**config.mk**
```make
export PLATFORM = sky130hd
export DESIGN_NAME = dac_quantizer_flat
export DESIGN_NICKNAME = d
export VERILOG_FILES = /design/src/rtl/dac_quantizer_if.sv /design/src/rtl/dac_quantizer.sv /design/src/flat_wrapper.sv
export SDC_FILE = /design/constraint.sdc
export NUM_CORES = 1
export LEC_CHECK = 0
export CAP_MARGIN = 20
export CORE_MARGIN = 3
export CORE_UTILIZATION = 55
export CTS_CLUSTER_SIZE = 20
export DETAILED_ROUTE_END_ITERATION = 16
export GPL_TIMING_DRIVEN = 0
export PLACE_DENSITY = 0.94
export SLEW_MARGIN = 5
export SYNTH_ARGS = -nofsm -noshare
export SYNTH_HDL_FRONTEND = slang
export SYNTH_SLANG_ARGS = --single-unit
```
**constraint.sdc**
```tcl
create_clock -name adc_clk -period 3.7 [get_ports adc_clk]
set_input_delay 0.555 -clock adc_clk [delete_from_list [all_inputs] [get_ports adc_clk]]
set_output_delay 0.555 -clock adc_clk [all_outputs]
set_load 0.03 [all_outputs]
```
**src/rtl/dac_quantizer_if.sv**
```systemverilog
// -----------------------------------------------------------------------------
// dac_quantizer_if
// Sample-input handshake bundle for dac_quantizer.
//
//   s_data   signed Q(INT).(FRAC) sample, DATA_WIDTH bits (master -> slave)
//   s_valid  s_data is valid                           (master -> slave)
//   s_ready  slave can take s_data this cycle          (slave  -> master)
//
// A sample transfers on a rising edge where s_valid and s_ready are both 1.
// -----------------------------------------------------------------------------
interface dac_quantizer_if #(
    parameter int DATA_WIDTH = 32
);
    logic [DATA_WIDTH-1:0] s_data;
    logic                  s_valid;
    logic                  s_ready;

    modport master (
        output s_data,
        output s_valid,
        input  s_ready
    );

    modport slave (
        input  s_data,
        input  s_valid,
        output s_ready
    );
endinterface

```
**src/rtl/dac_quantizer.sv**
```systemverilog
// -----------------------------------------------------------------------------
// dac_quantizer
// Converts a signed fixed-point sample stream into a signed DAC code:
// round-half-up, arithmetic shift, saturate, then an optional slew limiter.
//
// Ports
//   adc_clk    single clock, rising edge
//   adc_rst    synchronous, active-high reset
//   s_if       sample input handshake (s_data / s_valid / s_ready)
//   dac_data   signed DAC code, holds between updates
//   dac_valid  one-cycle pulse on every dac_data update
//   sat_flag   sticky: a sample was clamped to the DAC range
//   sat_clr    clears sat_flag (a clamp on the same edge wins)
//
// Pipeline (unstalled): accept at edge k -> stage 1 (rounded value) at k,
// stage 2 (clamped target) at k+1, dac_data at k+2.
//
// Build option
//   DAC_QUANT_SLEW_LIMIT_EN  defined: dac_data moves at most MAX_STEP codes
//                            per cycle via an IDLE/SLEW FSM, with back-pressure.
//                            undefined: dac_data takes every target directly
//                            and s_ready is 1 outside reset.
// -----------------------------------------------------------------------------
module dac_quantizer #(
    parameter int DATA_WIDTH = 32,
    parameter int INT_WIDTH  = 16,
    parameter int DAC_WIDTH  = 14,
    parameter int MAX_STEP   = 64
) (
    input  logic                        adc_clk,
    input  logic                        adc_rst,
    dac_quantizer_if.slave              s_if,
    output logic signed [DAC_WIDTH-1:0] dac_data,
    output logic                        dac_valid,
    output logic                        sat_flag,
    input  logic                        sat_clr
);

    localparam int FRAC = DATA_WIDTH - INT_WIDTH;
    // Bits dropped between the input fraction and the DAC code.
    localparam int SH   = FRAC - (DAC_WIDTH - 1);
    // One extra bit so adding the rounding constant can never wrap.
    localparam int SW   = DATA_WIDTH + 1;

    localparam logic signed [SW-1:0] ROUND_HALF = SW'(1) <<< (SH - 1);
    localparam logic signed [SW-1:0] CODE_MAX   = SW'((1 << (DAC_WIDTH - 1)) - 1);
    localparam logic signed [SW-1:0] CODE_MIN   = ~CODE_MAX;

    if (SH < 1 || MAX_STEP < 1) begin : g_param_check
        $error("dac_quantizer: FRAC must exceed DAC_WIDTH-1 and MAX_STEP must be >= 1");
    end

    // ---------------------------------------------------------------- stages
    logic signed [SW-1:0]        s1_q, s1_d;
    logic                        s1_valid_q, s1_valid_d;
    logic signed [DAC_WIDTH-1:0] s2_q, s2_d;
    logic                        s2_valid_q, s2_valid_d;
    logic                        sat_q, sat_d;

    logic signed [DAC_WIDTH-1:0] dac_q, dac_d;
    logic                        dac_valid_q, dac_valid_d;

    logic signed [SW-1:0]        shifted;
    logic signed [DAC_WIDTH-1:0] target;
    logic                        clamp;

    logic accept;    // sample transfers this edge
    logic s2_take;   // output stage consumes the stage 2 target this edge
    logic s2_free;   // stage 2 can load this edge
    logic s1_move;   // stage 1 hands its value to stage 2 this edge
    logic stall;     // both stages full behind a slewing output

    assign accept  = s_if.s_valid && s_if.s_ready;
    assign s2_free = !s2_valid_q || s2_take;
    assign s1_move = s1_valid_q && s2_free;

    // Ready drops combinationally with reset so it is low throughout reset
    // and high on the very first cycle after reset is released.
    assign s_if.s_ready = !adc_rst && !stall;

    assign shifted = s1_q >>> SH;

    // NOTE: every signal written in an always_comb gets a default first, so
    // no path can leave it unassigned and infer a latch.
    always_comb begin
        target = shifted[DAC_WIDTH-1:0];
        clamp  = 1'b0;
        if (shifted > CODE_MAX) begin
            target = CODE_MAX[DAC_WIDTH-1:0];
            clamp  = 1'b1;
        end else if (shifted < CODE_MIN) begin
            target = CODE_MIN[DAC_WIDTH-1:0];
            clamp  = 1'b1;
        end
    end

    always_comb begin
        s1_d       = s1_q;
        s1_valid_d = s1_valid_q;
        if (accept) begin
            s1_d       = $signed({s_if.s_data[DATA_WIDTH-1], s_if.s_data}) + ROUND_HALF;
            s1_valid_d = 1'b1;
        end else if (s1_move) begin
            s1_valid_d = 1'b0;
        end

        s2_d       = s2_q;
        s2_valid_d = s2_valid_q;
        if (s1_move) begin
            s2_d       = target;
            s2_valid_d = 1'b1;
        end else if (s2_take) begin
            s2_valid_d = 1'b0;
        end

        // A clamp registering this edge beats a simultaneous clear.
        sat_d = sat_q;
        if (s1_move && clamp) begin
            sat_d = 1'b1;
        end else if (sat_clr) begin
            sat_d = 1'b0;
        end
    end

    // ---------------------------------------------------------- output stage
`ifdef DAC_QUANT_SLEW_LIMIT_EN
    localparam int DW1 = DAC_WIDTH + 1;
    localparam logic signed [DW1-1:0] STEP = DW1'(MAX_STEP);

    typedef enum logic {
        IDLE,
        SLEW
    } state_e;

    state_e                      state_q, state_d;
    logic signed [DAC_WIDTH-1:0] goal_q, goal_d;
    logic signed [DAC_WIDTH-1:0] aim;
    logic signed [DW1-1:0]       dist;
    logic                        near;
    logic signed [DAC_WIDTH-1:0] step_dac;

    // Distance is measured to the new target in IDLE and to the latched goal
    // in SLEW; one extra bit keeps the full-scale difference representable.
    assign aim      = (state_q == SLEW) ? goal_q : s2_q;
    assign dist     = DW1'(aim) - DW1'(dac_q);
    assign near     = (dist <= STEP) && (dist >= -STEP);
    assign step_dac = DAC_WIDTH'(DW1'(dac_q) + (dist[DW1-1] ? -STEP : STEP));
    assign stall    = (state_q == SLEW) && s1_valid_q && s2_valid_q;

    always_comb begin
        state_d     = state_q;
        goal_d      = goal_q;
        dac_d       = dac_q;
        dac_valid_d = 1'b0;
        s2_take     = 1'b0;
        case (state_q)
            IDLE: begin
                if (s2_valid_q) begin
                    s2_take     = 1'b1;
                    dac_valid_d = 1'b1;
                    if (near) begin
                        dac_d = s2_q;
                    end else begin
                        goal_d  = s2_q;
                        dac_d   = step_dac;
                        state_d = SLEW;
                    end
                end
            end
            SLEW: begin
                // Stage 2 is left untouched here, so a waiting target holds.
                dac_valid_d = 1'b1;
                if (near) begin
                    dac_d   = goal_q;
                    state_d = IDLE;
                end else begin
                    dac_d = step_dac;
                end
            end
            default: state_d = IDLE;
        endcase
    end
`else
    assign stall   = 1'b0;
    assign s2_take = s2_valid_q;

    always_comb begin
        dac_d       = dac_q;
        dac_valid_d = s2_valid_q;
        if (s2_valid_q) begin
            dac_d = s2_q;
        end
    end
`endif

    // ------------------------------------------------------------- registers
    // NOTE: sequential state uses non-blocking assignments only, so every
    // register samples the pre-edge values regardless of statement order.
    always_ff @(posedge adc_clk) begin
        if (adc_rst) begin
            s1_valid_q  <= 1'b0;
            s2_valid_q  <= 1'b0;
            dac_q       <= '0;
            dac_valid_q <= 1'b0;
            sat_q       <= 1'b0;
`ifdef DAC_QUANT_SLEW_LIMIT_EN
            state_q     <= IDLE;
`endif
        end else begin
            s1_valid_q  <= s1_valid_d;
            s2_valid_q  <= s2_valid_d;
            dac_q       <= dac_d;
            dac_valid_q <= dac_valid_d;
            sat_q       <= sat_d;
`ifdef DAC_QUANT_SLEW_LIMIT_EN
            state_q     <= state_d;
`endif
        end
    end

    // NOTE: payload registers are not reset; they are only read while their
    // valid bit (or the SLEW state) is set, and those are reset above.
    always_ff @(posedge adc_clk) begin
        s1_q   <= s1_d;
        s2_q   <= s2_d;
`ifdef DAC_QUANT_SLEW_LIMIT_EN
        goal_q <= goal_d;
`endif
    end

    assign dac_data  = dac_q;
    assign dac_valid = dac_valid_q;
    assign sat_flag  = sat_q;

endmodule

```
**src/flat_wrapper.sv**
```systemverilog
// flat-port wrapper written by rule: the top's interface ports become plain ports
module dac_quantizer_flat 
#(
    parameter int DATA_WIDTH = 32,
    parameter int INT_WIDTH  = 16,
    parameter int DAC_WIDTH  = 14,
    parameter int MAX_STEP   = 64
)
  (adc_clk, adc_rst, dac_data, dac_valid, sat_flag, sat_clr, s_if_s_data, s_if_s_valid, s_if_s_ready);
  dac_quantizer_if #(.DATA_WIDTH(DATA_WIDTH)) s_if_i ();
  input  logic adc_clk;
  input  logic adc_rst;
  output logic signed [DAC_WIDTH-1:0] dac_data;
  output logic dac_valid;
  output logic sat_flag;
  input  logic sat_clr;
  input wire logic [$bits(s_if_i.s_data)-1:0] s_if_s_data;
  input wire logic [$bits(s_if_i.s_valid)-1:0] s_if_s_valid;
  output wire logic [$bits(s_if_i.s_ready)-1:0] s_if_s_ready;
  assign s_if_i.s_data = s_if_s_data;
  assign s_if_i.s_valid = s_if_s_valid;
  assign s_if_s_ready = s_if_i.s_ready;
  dac_quantizer #(.DATA_WIDTH(DATA_WIDTH), .INT_WIDTH(INT_WIDTH), .DAC_WIDTH(DAC_WIDTH), .MAX_STEP(MAX_STEP)) u_core (.adc_clk(adc_clk), .adc_rst(adc_rst), .s_if(s_if_i), .dac_data(dac_data), .dac_valid(dac_valid), .sat_flag(sat_flag), .sat_clr(sat_clr));
endmodule
```
; ---- Word-level counts from Yosys, hierarchy flattened
; Cells that the tools add are included.
[classes]
n_addsub = 1
order_cmp = 2
muxes = 7
reduce_logical = 4
[ops]
columns = operator, n
row1 = "32-bit by 4-bit adder with 33-bit output, second input constant", 1
row2 = "30-bit by 14-bit greater-than comparator with 1-bit output, second input constant", 1
row3 = "30-bit by 14-bit < comparator with 1-bit output, second input constant", 1
row4 = 14-bit 2-to-1 mux, 1
row5 = 1-bit 2-to-1 mux, 6
row6 = 1-bit logical AND, 2
row7 = 2-bit nonzero test, 1
row8 = 1-bit logical NOT, 1
[totals]
regBits = 65
in_bits = 36
elab_cells = 21

; ---- Longest topological paths before layout
; Gate-level depths: netlist of the first run.
[depth]
ltp_word = 5
mapped_depth = 5

; ---- Worst setup path before layout of the first run
; Ideal clock, no wire load.
[synth_timing]
path_type = in2reg
start = in adc_rst
end = reg u_core.s1_q[10] (enable)
arrival_ns = 2.115
setup_slack_ns = 1.165
cell_stages = 2
path_cell_list = clkbuf_1 nor2b_1
[synth_between]
elab_chain_cells = 2
[synth_lines]
columns = element, line_no
row1 = from (decl), flat_wrapper.sv:12  ; input logic adc_rst;
row2 = 1-bit logical NOT, dac_quantizer.sv:79  ; assign s_if.s_ready = !adc_rst && !stall;
row3 = 1-bit logical AND, dac_quantizer.sv:73  ; assign accept = s_if.s_valid && s_if.s_ready;
row4 = net u_core.accept, dac_quantizer.sv:67  ; logic accept;
row5 = to (signal assigned), dac_quantizer.sv:224  ; s1_q <= s1_d;
row6 = to (decl), dac_quantizer.sv:54  ; logic signed [SW-1:0] s1_q, s1_d;
; The timed path passes the listed nets, and every way through them passes these cells.
; A chain may end at the register's enable or synchronous reset.

; ---- Final worst setup path of the first run
[layout_timing]
start = in s_if_s_data[2]
end = reg u_core.s1_q[30], data pin
[layout_between]
elab_chain_cells = 1
[layout_lines]
columns = element, line_no
row1 = from (decl), flat_wrapper.sv:17  ; input wire logic [$bits(s_if_i.s_data)-1:0] s_if_s_data;
row2 = 32-bit by 4-bit adder with 33-bit output, dac_quantizer.sv:101  ; s1_d = $signed({s_if.s_data[DATA_WIDTH-1], s_if.s_data}) + ROUND_HALF;
; No other way between the ends.

==> summary by stage, run 1 <==
Synth
Counting every instance in the synthesized netlist gives 226. The number of distinct standard cells referenced by the synthesized netlist is 32. The share of the yosys chip area belonging to registers is 0.6154.

The mean instance size in the synthesized netlist is 12.09 um2. The primary flip-flop cell chosen by synthesis mapping is edfxtp_1. The commonest cells after synthesis are edfxtp_1, nand2_1, xnor2_1, nor2_1, dfxtp_1.

The share of Yosys cell area claimed by the top area cell type is 0.4835. The register bit count reported by yosys is between 60 and 70. Of all flip-flops after synthesis, the portion carrying an async set or reset was 0.

The most common cell in the synthesized netlist is edfxtp_1. The number of nets handed over by synthesis was about 260. After synthesis the cells add up to 0.002733 mm2. The number of enable-type register cells in the synthesized netlist is 44. The biggest area contributor in the post-synthesis netlist is edfxtp_1. The number of warnings issued by yosys is 0. Ranked by total cell area, the synthesized netlist is headed by edfxtp_1, dfxtp_1, xnor2_1.

Pwr
Of the total power, the clock network draws 0.376. Of the total power, the share spent switching nets is 0.2321. Cell internal power was estimated by the tool at 1.183 mW. The proportion of power drawn by combinational gates is 0.097. The worst IR drop on VDD is 0.0002174 V. The leakage power of the design is 1.224 nW. The share of power burned in registers is 0.527. The switching power is 0.3576 mW. The power per unit of standard cell area is 436.7 mW/mm2.

Die
The number of ports placed on the die boundary is 53. The area enclosed by the die boundary is 0.005850 mm2. The die is 76.49 um wide. The starting utilization of the core area is 0.5747. In this run the core area contains 25 standard-cell rows. The placeable core region is 0.004755 mm2. The die is approximately 76 um tall.

STA
The final critical-path setup slack is around 1.4 ns. The total negative slack for setup checks is 0 ns. The maximum clock frequency is 0.4340 GHz.

The count of final max-slew check failures is 0. The clock period minus worst slack is 2.304 ns. On the final layout, the worst clock skew is 0.007458 ns. Setup violations remaining at the end of the flow were counted as 0. The final hold violation count came to 0. The worst pin sits at a relative slew slack of 0.5972.

Of the available clock period, the critical path in the final layout requires 0.6228. On the final layout, the worst hold slack is 0.4903 ns. Setup repair after global routing left no endpoint under its margin. For the pin with the worst max-slew slack, the measured transition is 0.6034 ns.

Clocking
The CTS tree is yes. The H-tree level count is 3. The clock transition at the registers of the reported paths is 0.07 ns.

The number of buffers created by CTS is 9. The clock reaches the later pin of the worst-skew pair after 0.34 ns. The maximum root-to-sink buffer count is 2. CTS placed an instance of clkbuf_8 at the clock tree root. The total clock sinks is 62.

Once the clock tree was built, the resizer swapped 0 gates to a different size. Hold repair after CTS inserted 0 buffers. The post-CTS setup buffer count is 0.

Min path
In this run the most critical hold path is launched from u_core.dac_data[1]. The tightest min-delay check is of the reg -> reg type. Along the worst hold path, the cell count comes to 2. The sink of the worst hold path is u_core.dac_data[1].

Setup path
The number of cells on the worst reg-to-reg path is 5. The cell type group with the largest total delay on the critical path is simple AND/OR/NAND/NOR gates. The worst setup path is captured at a flop. The signal on the critical path passes through clkdlybuf4s50_1 > ha_1 > nand2_1 > nor4_4 > nand4_1 > xnor2_1.

The highest-delay cell along the critical path is nor4_4. The number of buffers and inverters on the critical path is 1. The end of the worst register-to-register path is u_core.s2_q[8]. The worst setup path is launched from a primary input. In this run the worst path has a maximum fanout of 9. The worst stage delay on the critical path is 0.54 ns.

The worst register-to-register path begins at u_core.s1_q[32]. The worst setup path is of the in -> reg kind. The required time of the worst setup path is ~3.8 ns. The worst-case register-to-register setup slack is 1.92 ns. The worst path arrival time is 2.39 ns.

Finish
The ratio of cells with drive above 1 in the final layout is 0.09932. 0 antenna diodes ended up in the layout. The total number of nets in the final design is roughly 320. From synthesis to final layout, the design area changed by 29.12%.

Routing
Dividing the detail-routed via count by the number of cells gives 5.318. After detailed routing, the number of remaining DRC violations is 0. The number of DRC markers after the initial detailed-route iteration is 91. Dividing the detail-routed wire length by the instance count gives approximately 14 um. For this run, the detailed router's first-pass iteration total came to 4. The antenna violation net count after detailed routing is 0.

For this block, the via count after detailed routing is 1909. The final routed wirelength across all metal layers is 5.098 mm.

Global routing
The total routing usage reported by global routing is 0.1876. The first global-routing pass estimated ~8.4 mm of wire. The total congestion overflow after global routing is 0. Entering global routing, the biggest net connects 20 pins.

The number of global-route vias before repair is 1827. The number of antenna violations at the first check in global routing is 0.

Placement
After legalization and detailed placement, the total HPWL measured 3.670 mm. The setup slack after placement is 1.051 ns. In this run the tool buffered the top-level ports with 49 buffer cells. The congestion estimate from routability-driven global placement came to 0.8395.

Job
The tool flagged a number of max-cap violations equal to 0.

Outcome
The flow ran to the end, and the final reports show no timing, DRC or antenna violations.
-- cells by family (layout without fill, tap and decap cells) --
logic type	Yosys count	after routing	synth area share
compound gates	6	6	0.01557
flops	62	62	0.6154
simple gates	103	103	0.2042
fa+ha+maj	1	1	0.004578
xor+xnor	28	28	0.08974
buf+inv	12	78	0.01923
mux	14	14	0.05128
-- worst max-delay path by stage --
| stage | from | to | cells after the start |
|---|---|---|---|
| after floorplan | adc_rst | u_core.s1_q[10] | 2 |
| final | s_if_s_data[2] | u_core.s1_q[30] | 6 |
| after global routing | s_if_s_data[2] | u_core.s1_q[30] | 6 |
| after detailed placement | s_if_s_data[2] | u_core.s1_q[30] | 6 |
| after CTS | s_if_s_data[2] | u_core.s1_q[30] | 6 |
| after global placement | s_if_s_valid | u_core.s1_q[27] | 2 |
-- layer usage --
layer	vias up	GRT usage	share of wire
li1	945	-	-
met1	885	0.2011	0.41
met2	68	0.3251	0.51
met3	11	0.07329	0.055
met4	0	0.08514	0.022
met5	-	0	0
-- cell type report --
type	instances	area, um2
tap	67	83.83
inverter	4	15.01
clock buffer	12	176.4
multi-input combinational	152	1001
buffer	8	37.54
sequential	62	1682
timing repair buffer	50	505.5
clock inverter	4	27.53
fill	319	1226
-- layout by cell type (no fill, tap or decap), types with 11 or more instances in the layout --
cell / synthesis / routed
xnor2_1: 24 / 24
nand2_1: 29 / 29
clkdlybuf4s50_1: 0 / 49
nand3_1: 14 / 14
nand4_1: 16 / 16
edfxtp_1: 44 / 44
clkbuf_8: 0 / 11
dfxtp_1: 18 / 18
nor2_1: 19 / 19
mux2i_1: 14 / 14
-- worst register-to-register path: stages, from the launching register on --
cell,delay (ns)
edfxtp_1,0.46
nor4_1,0.32
nand4_1,0.15
o21ai_1,0.26
buf_2,0.25
nand2_1,0.08
-- stage by stage --
| stage | power [mW] | instances | utilization | area [um2] |
|---|---|---|---|---|
| global route | 1.600 | 359 | 0.7421 | 3528 |
| global placement | 0.9645 | 342 | 0.6955 | 3307 |
| CTS | 1.556 | 359 | 0.7421 | 3528 |
| floorplan | 0.8925 | 226 | - | 2733 |
| finish | 1.541 | 359 | 0.7421 | 3528 |
| detailed placement | 0.9737 | 343 | 0.6992 | 3324 |
-- state kept, by name (all words and copies together) (netlist names) --
| name | flops |
|---|---|
| u_core.dac_valid | 1 |
| u_core.dac_valid_d | 1 |
| u_core.dac_data | 14 |
| u_core.s1_move | 1 |
| u_core.s2_q | 14 |
| u_core.sat_flag | 1 |
| u_core.s1_q | 30 |
-- power groups by stage --
stage	clock network [mW]	registers, mW	logic (mW)
after floorplan	0	0.832	0.0601
after global placement	0	0.824	0.140
after detailed placement	0	0.826	0.148
after CTS	0.595	0.812	0.149
after global routing	0.624	0.815	0.161
final	0.580	0.812	0.149
(Power assumes the default switching activity.)
==> run 2: changes to the inputs <==
CORE_UTILIZATION = 46   (was 55)
PLACE_DENSITY = 0.85   (was 0.94)
clock period = 1.9 ns   (was 3.7 ns; I/O delays follow)
==> run 2 against run 1 <==
  * Non-clock buffer count up 2
  * First-iteration DRC count down 5.5%
  * Clock skew down 0.0022 ns
  * Global-route usage down 4.4 points
  * Core utilization down 12 points
  * Via count down 3.2%
  * Worst setup slack worse by 1.3 ns
  * Critical endpoint is now u_core.s1_q[26]
  * Total power up 80%
  * Largest power group unchanged
==> summary by stage, run 2 (synthesized netlist as in run 1, its figures left out) <==
STA
The clock tree skew after final layout came to 0.005223 ns (-0.002234 ns). The count of final max-slew check failures is 0 (unchanged). The slew at the pin closest to its max-slew limit came to 0.5980 ns (-0.005412 ns). The final critical-path setup slack is 0.07749 ns (-1.318 ns). Based on the critical path, the design can be clocked at up to 0.5487 GHz. The final hold violation count is 0 (unchanged). The period utilization is 0.9592.

The final number of setup-violating endpoints is 0 (unchanged). The normalized max-slew margin is 0.6008 (+0.003613). The clock period minus worst slack is between 1.5 and 2 ns. Setup repair after global routing left no endpoint under its margin.

Global routing
The global-route wire length before repair was 7.790 mm (-6.8%). The number of antenna violations at the first check in global routing was 0 (unchanged). The total routing usage reported by global routing is 0.1435 (-0.04404).

The total congestion overflow after global routing came to 0 (unchanged). The global-route track usage on met2 is 0.2354 (-0.08971). The pin count of the biggest net entering global routing is 22 (+10%). After global routing, the most crowded layer is met2. The fraction of met3 tracks used by global routing is 0.04960 (-0.02368). The number of global-route vias before repair is 1723 (-5.7%). The global routing usage on met1 was 0.1604 (-0.04068).

Routing
The antenna violation net count after detailed routing is 0 (unchanged). The detailed-route via count was 1847 (-3.2%). The number of vias per cell is 5.046 (-5.1%). The first-pass iteration count of the detailed router is 4 (unchanged). The number of DRC markers after the initial detailed-route iteration was 86 (-5.5%). The DRC violation count after routing is 0 (unchanged). The final routed wirelength across all metal layers is 4.672 mm (-8.4%).

The average wire per cell in the routed design was 12.77 um (-10%).

Setup path
The required time of the worst setup path was 1.99 ns (-1.79 ns). The worst path arrival time was 1.91 ns (-0.48 ns). The count of buffer and inverter cells on the critical path is 2 (+1). The critical setup path kind is in -> reg. On the critical path, the stage with the largest delay is an instance of clkdlybuf4s50_1. The worst-case register-to-register setup slack is 0.16 ns (-1.76 ns).

The depth of the worst register-to-register path is 5 (unchanged). The category of the worst setup path capture point is a flop. The worst stage delay on the critical path is 0.53 ns (about the same). In this run the critical register-to-register path is captured at u_core.s2_q[10]. The kind of cell with the highest combined delay along the critical path is buffers and inverters. The signal on the critical path passes through clkdlybuf4s50_1 > ha_2 > nand2_1 > nor4_4 > buf_4 > nand4_1 > xnor2_1. The startpoint of the worst-slack reg-to-reg timing path is u_core.s1_q[32]. The worst-path maximum fanout is 9 (unchanged).

The sort of element at the start of the critical path is a primary input.

Clocking
The number of buffers created by CTS is 9 (unchanged). TritonCTS built the clock tree. The quantity of hold-fixing buffers added after cts is 0 (unchanged).

The clock transition at the registers of the reported paths is 0.06 ns (about the same). The clock latency reported for the late side of the worst-skew pair is 0.34 ns (about the same). The H-tree level count came to 3 (unchanged). The total clock sinks came to 62 (unchanged). The maximum root-to-sink buffer count was 2 (unchanged). The cell sitting at the root of the clock tree is a clkbuf_8.

Finish
The register area is 0.001682 mm2 (unchanged). The number of fill cells in the layout is 436 (+37%). The total non-filler cell area in the finished layout came to 0.003527 mm2 (about the same). The ratio of cells with drive above 1 in the final layout is 0.1088 (+0.009528). The antenna diode count is 0 (unchanged). The library cells used most frequently in the layout, excluding fill and tap cells, are clkdlybuf4s50_1, edfxtp_1, nand2_1. The multi-input combinational cell area came to 0.001023 mm2 (+2.2%). Ranked by flip-flop count, first place goes to u_core.s1_q. The flip-flop count of the largest register after layout is 30 (unchanged).

The synthesis-to-finish area growth was 29.07% (about the same). The library cell used most frequently in the layout, excluding fill and tap cells, is clkdlybuf4s50_1. The total number of nets in the final design is 326 (+0.62%).

Die
The number of ports placed on the die boundary is 53 (unchanged). The floorplan die width is 83.08 um (+8.6%). The placeable core region is 0.005642 mm2 (+19%). The die height was 83.08 um (+8.6%).

The starting utilization of the core area was 0.4844 (-0.09037). The area enclosed by the die boundary is 0.006901 mm2 (+18%). The row count is 27 (+8.0%).

Pwr
The switching share of power was 0.2298 (-0.002274). The proportion of power drawn by combinational gates is 0.104 (+0.007). The clock network fraction of total power came to 0.327 (-0.049). The internal cell power is 2.138 mW (+81%). The worst IR drop on VDD is 0.0004365 V (+100%).

The power per unit of standard cell area is 787.1 mW/mm2 (+80%). The leakage power of the design came to 1.234 nW (+0.81%). The switching power came to 0.6379 mW (+78%). The share of power burned in registers came to 0.569 (+0.042).

Min path
The worst hold path belongs to the class in -> reg. The hold path depth came to 2 (unchanged). The worst hold path begins at adc_rst. The sink of the worst hold path is u_core.dac_data[2].

Placement
The routability-driven placement congestion ratio is 0.8065 (-3.9%). The sum of net half-perimeters after detailed placement is 3.435 mm (-6.4%). The setup slack after placement is -0.4383 ns (-1.489 ns). The number of port buffers was 49 (unchanged). The post-detailed-placement cell area is 0.003331 mm2 (+0.19%).

Outcome
The flow ran to the end, and the final reports show no timing, DRC or antenna violations.

Job
The number of violations of the max-capacitance limit is 0 (unchanged).
[run 2: cell count changes in the layout (fill, tap and decap cells not counted), sizes merged]
cell	before	now
clkinv	1	5
buf	5	7
clkbuf	16	14
clkinvlp	3	1
clkdlybuf4s50	49	48
dlymetal6s2s	0	1
[run 2: timing repair]
item,in CTS,in global routing
buffers inserted,2,0
hold endpoints to repair,0,0
endpoints found under the setup margin,7,21
pin swaps,1,0
gates resized for setup,0,7
[run 2: per-layer routing]
layer | up-vias | share of wire
li1 | 944 | -
met2 | 52 | 0.48
met3 | 11 | 0.056
met1 | 840 | 0.44
met5 | - | 0
met4 | 0 | 0.026
[run 2: worst max path at each step]
stage / start / end / slack [ns] / cells after the start
finish: s_if_s_data[2] / u_core.s1_q[26] / 0.08 / 7
global route: s_if_s_data[2] / u_core.s1_q[18] / 0.03 / 7
CTS: u_core.s1_q[32] / u_core.s2_q[12] / 0.05 / 5
detailed placement: s_if_s_data[2] / u_core.s1_q[30] / -0.44 / 6
global placement: s_if_s_data[2] / u_core.s1_q[30] / -0.45 / 6
floorplan: adc_rst / u_core.s1_q[10] / 0.19 / 2
[run 2: area by class of cell]
| class | instances | area share |
|---|---|---|
| multi-input cells | 152 | 0.2902 |
| inverters | 4 | 0.004257 |
| well taps | 72 | 0.02554 |
| clock buffers | 10 | 0.03618 |
| repair buffers | 52 | 0.1483 |
| clock inverters | 6 | 0.008159 |
| flip-flops and latches | 62 | 0.4768 |
| plain buffers | 8 | 0.01064 |
[run 2: power by group through the flow]
| stage | clock network [mW] | logic, mW | registers (mW) |
|---|---|---|---|
| floorplan | 0 | 0.118 | 1.62 |
| global placement | 0 | 0.275 | 1.61 |
| detailed placement | 0 | 0.285 | 1.61 |
| CTS | 0.933 | 0.287 | 1.58 |
| global route | 0.994 | 0.315 | 1.59 |
| finish | 0.908 | 0.288 | 1.58 |
[run 2: worst register-to-register path, cell delays in order, from the launching register on]
cell and delay, ns:
edfxtp_1 0.48, nor4_2 0.33, nand4_1 0.17, o21ai_2 0.20, buf_2 0.23, nand2_1 0.08
[run 2: through the flow]
stage	std cells	util	total power, mW	hold slack [ns]	setup TNS (ns)
6_report	366	0.6252	2.776	0.3750	0
5_1_grt	366	0.6252	2.898	0.3885	0
4_1_cts	366	0.6208	2.798	0.3641	0
3_5_place_dp	348	0.5904	1.891	0.4732	-6.481
3_3_place_gp	347	0.5877	1.880	0.4641	-14.48
2_1_floorplan	226	-	1.738	0.4132	0
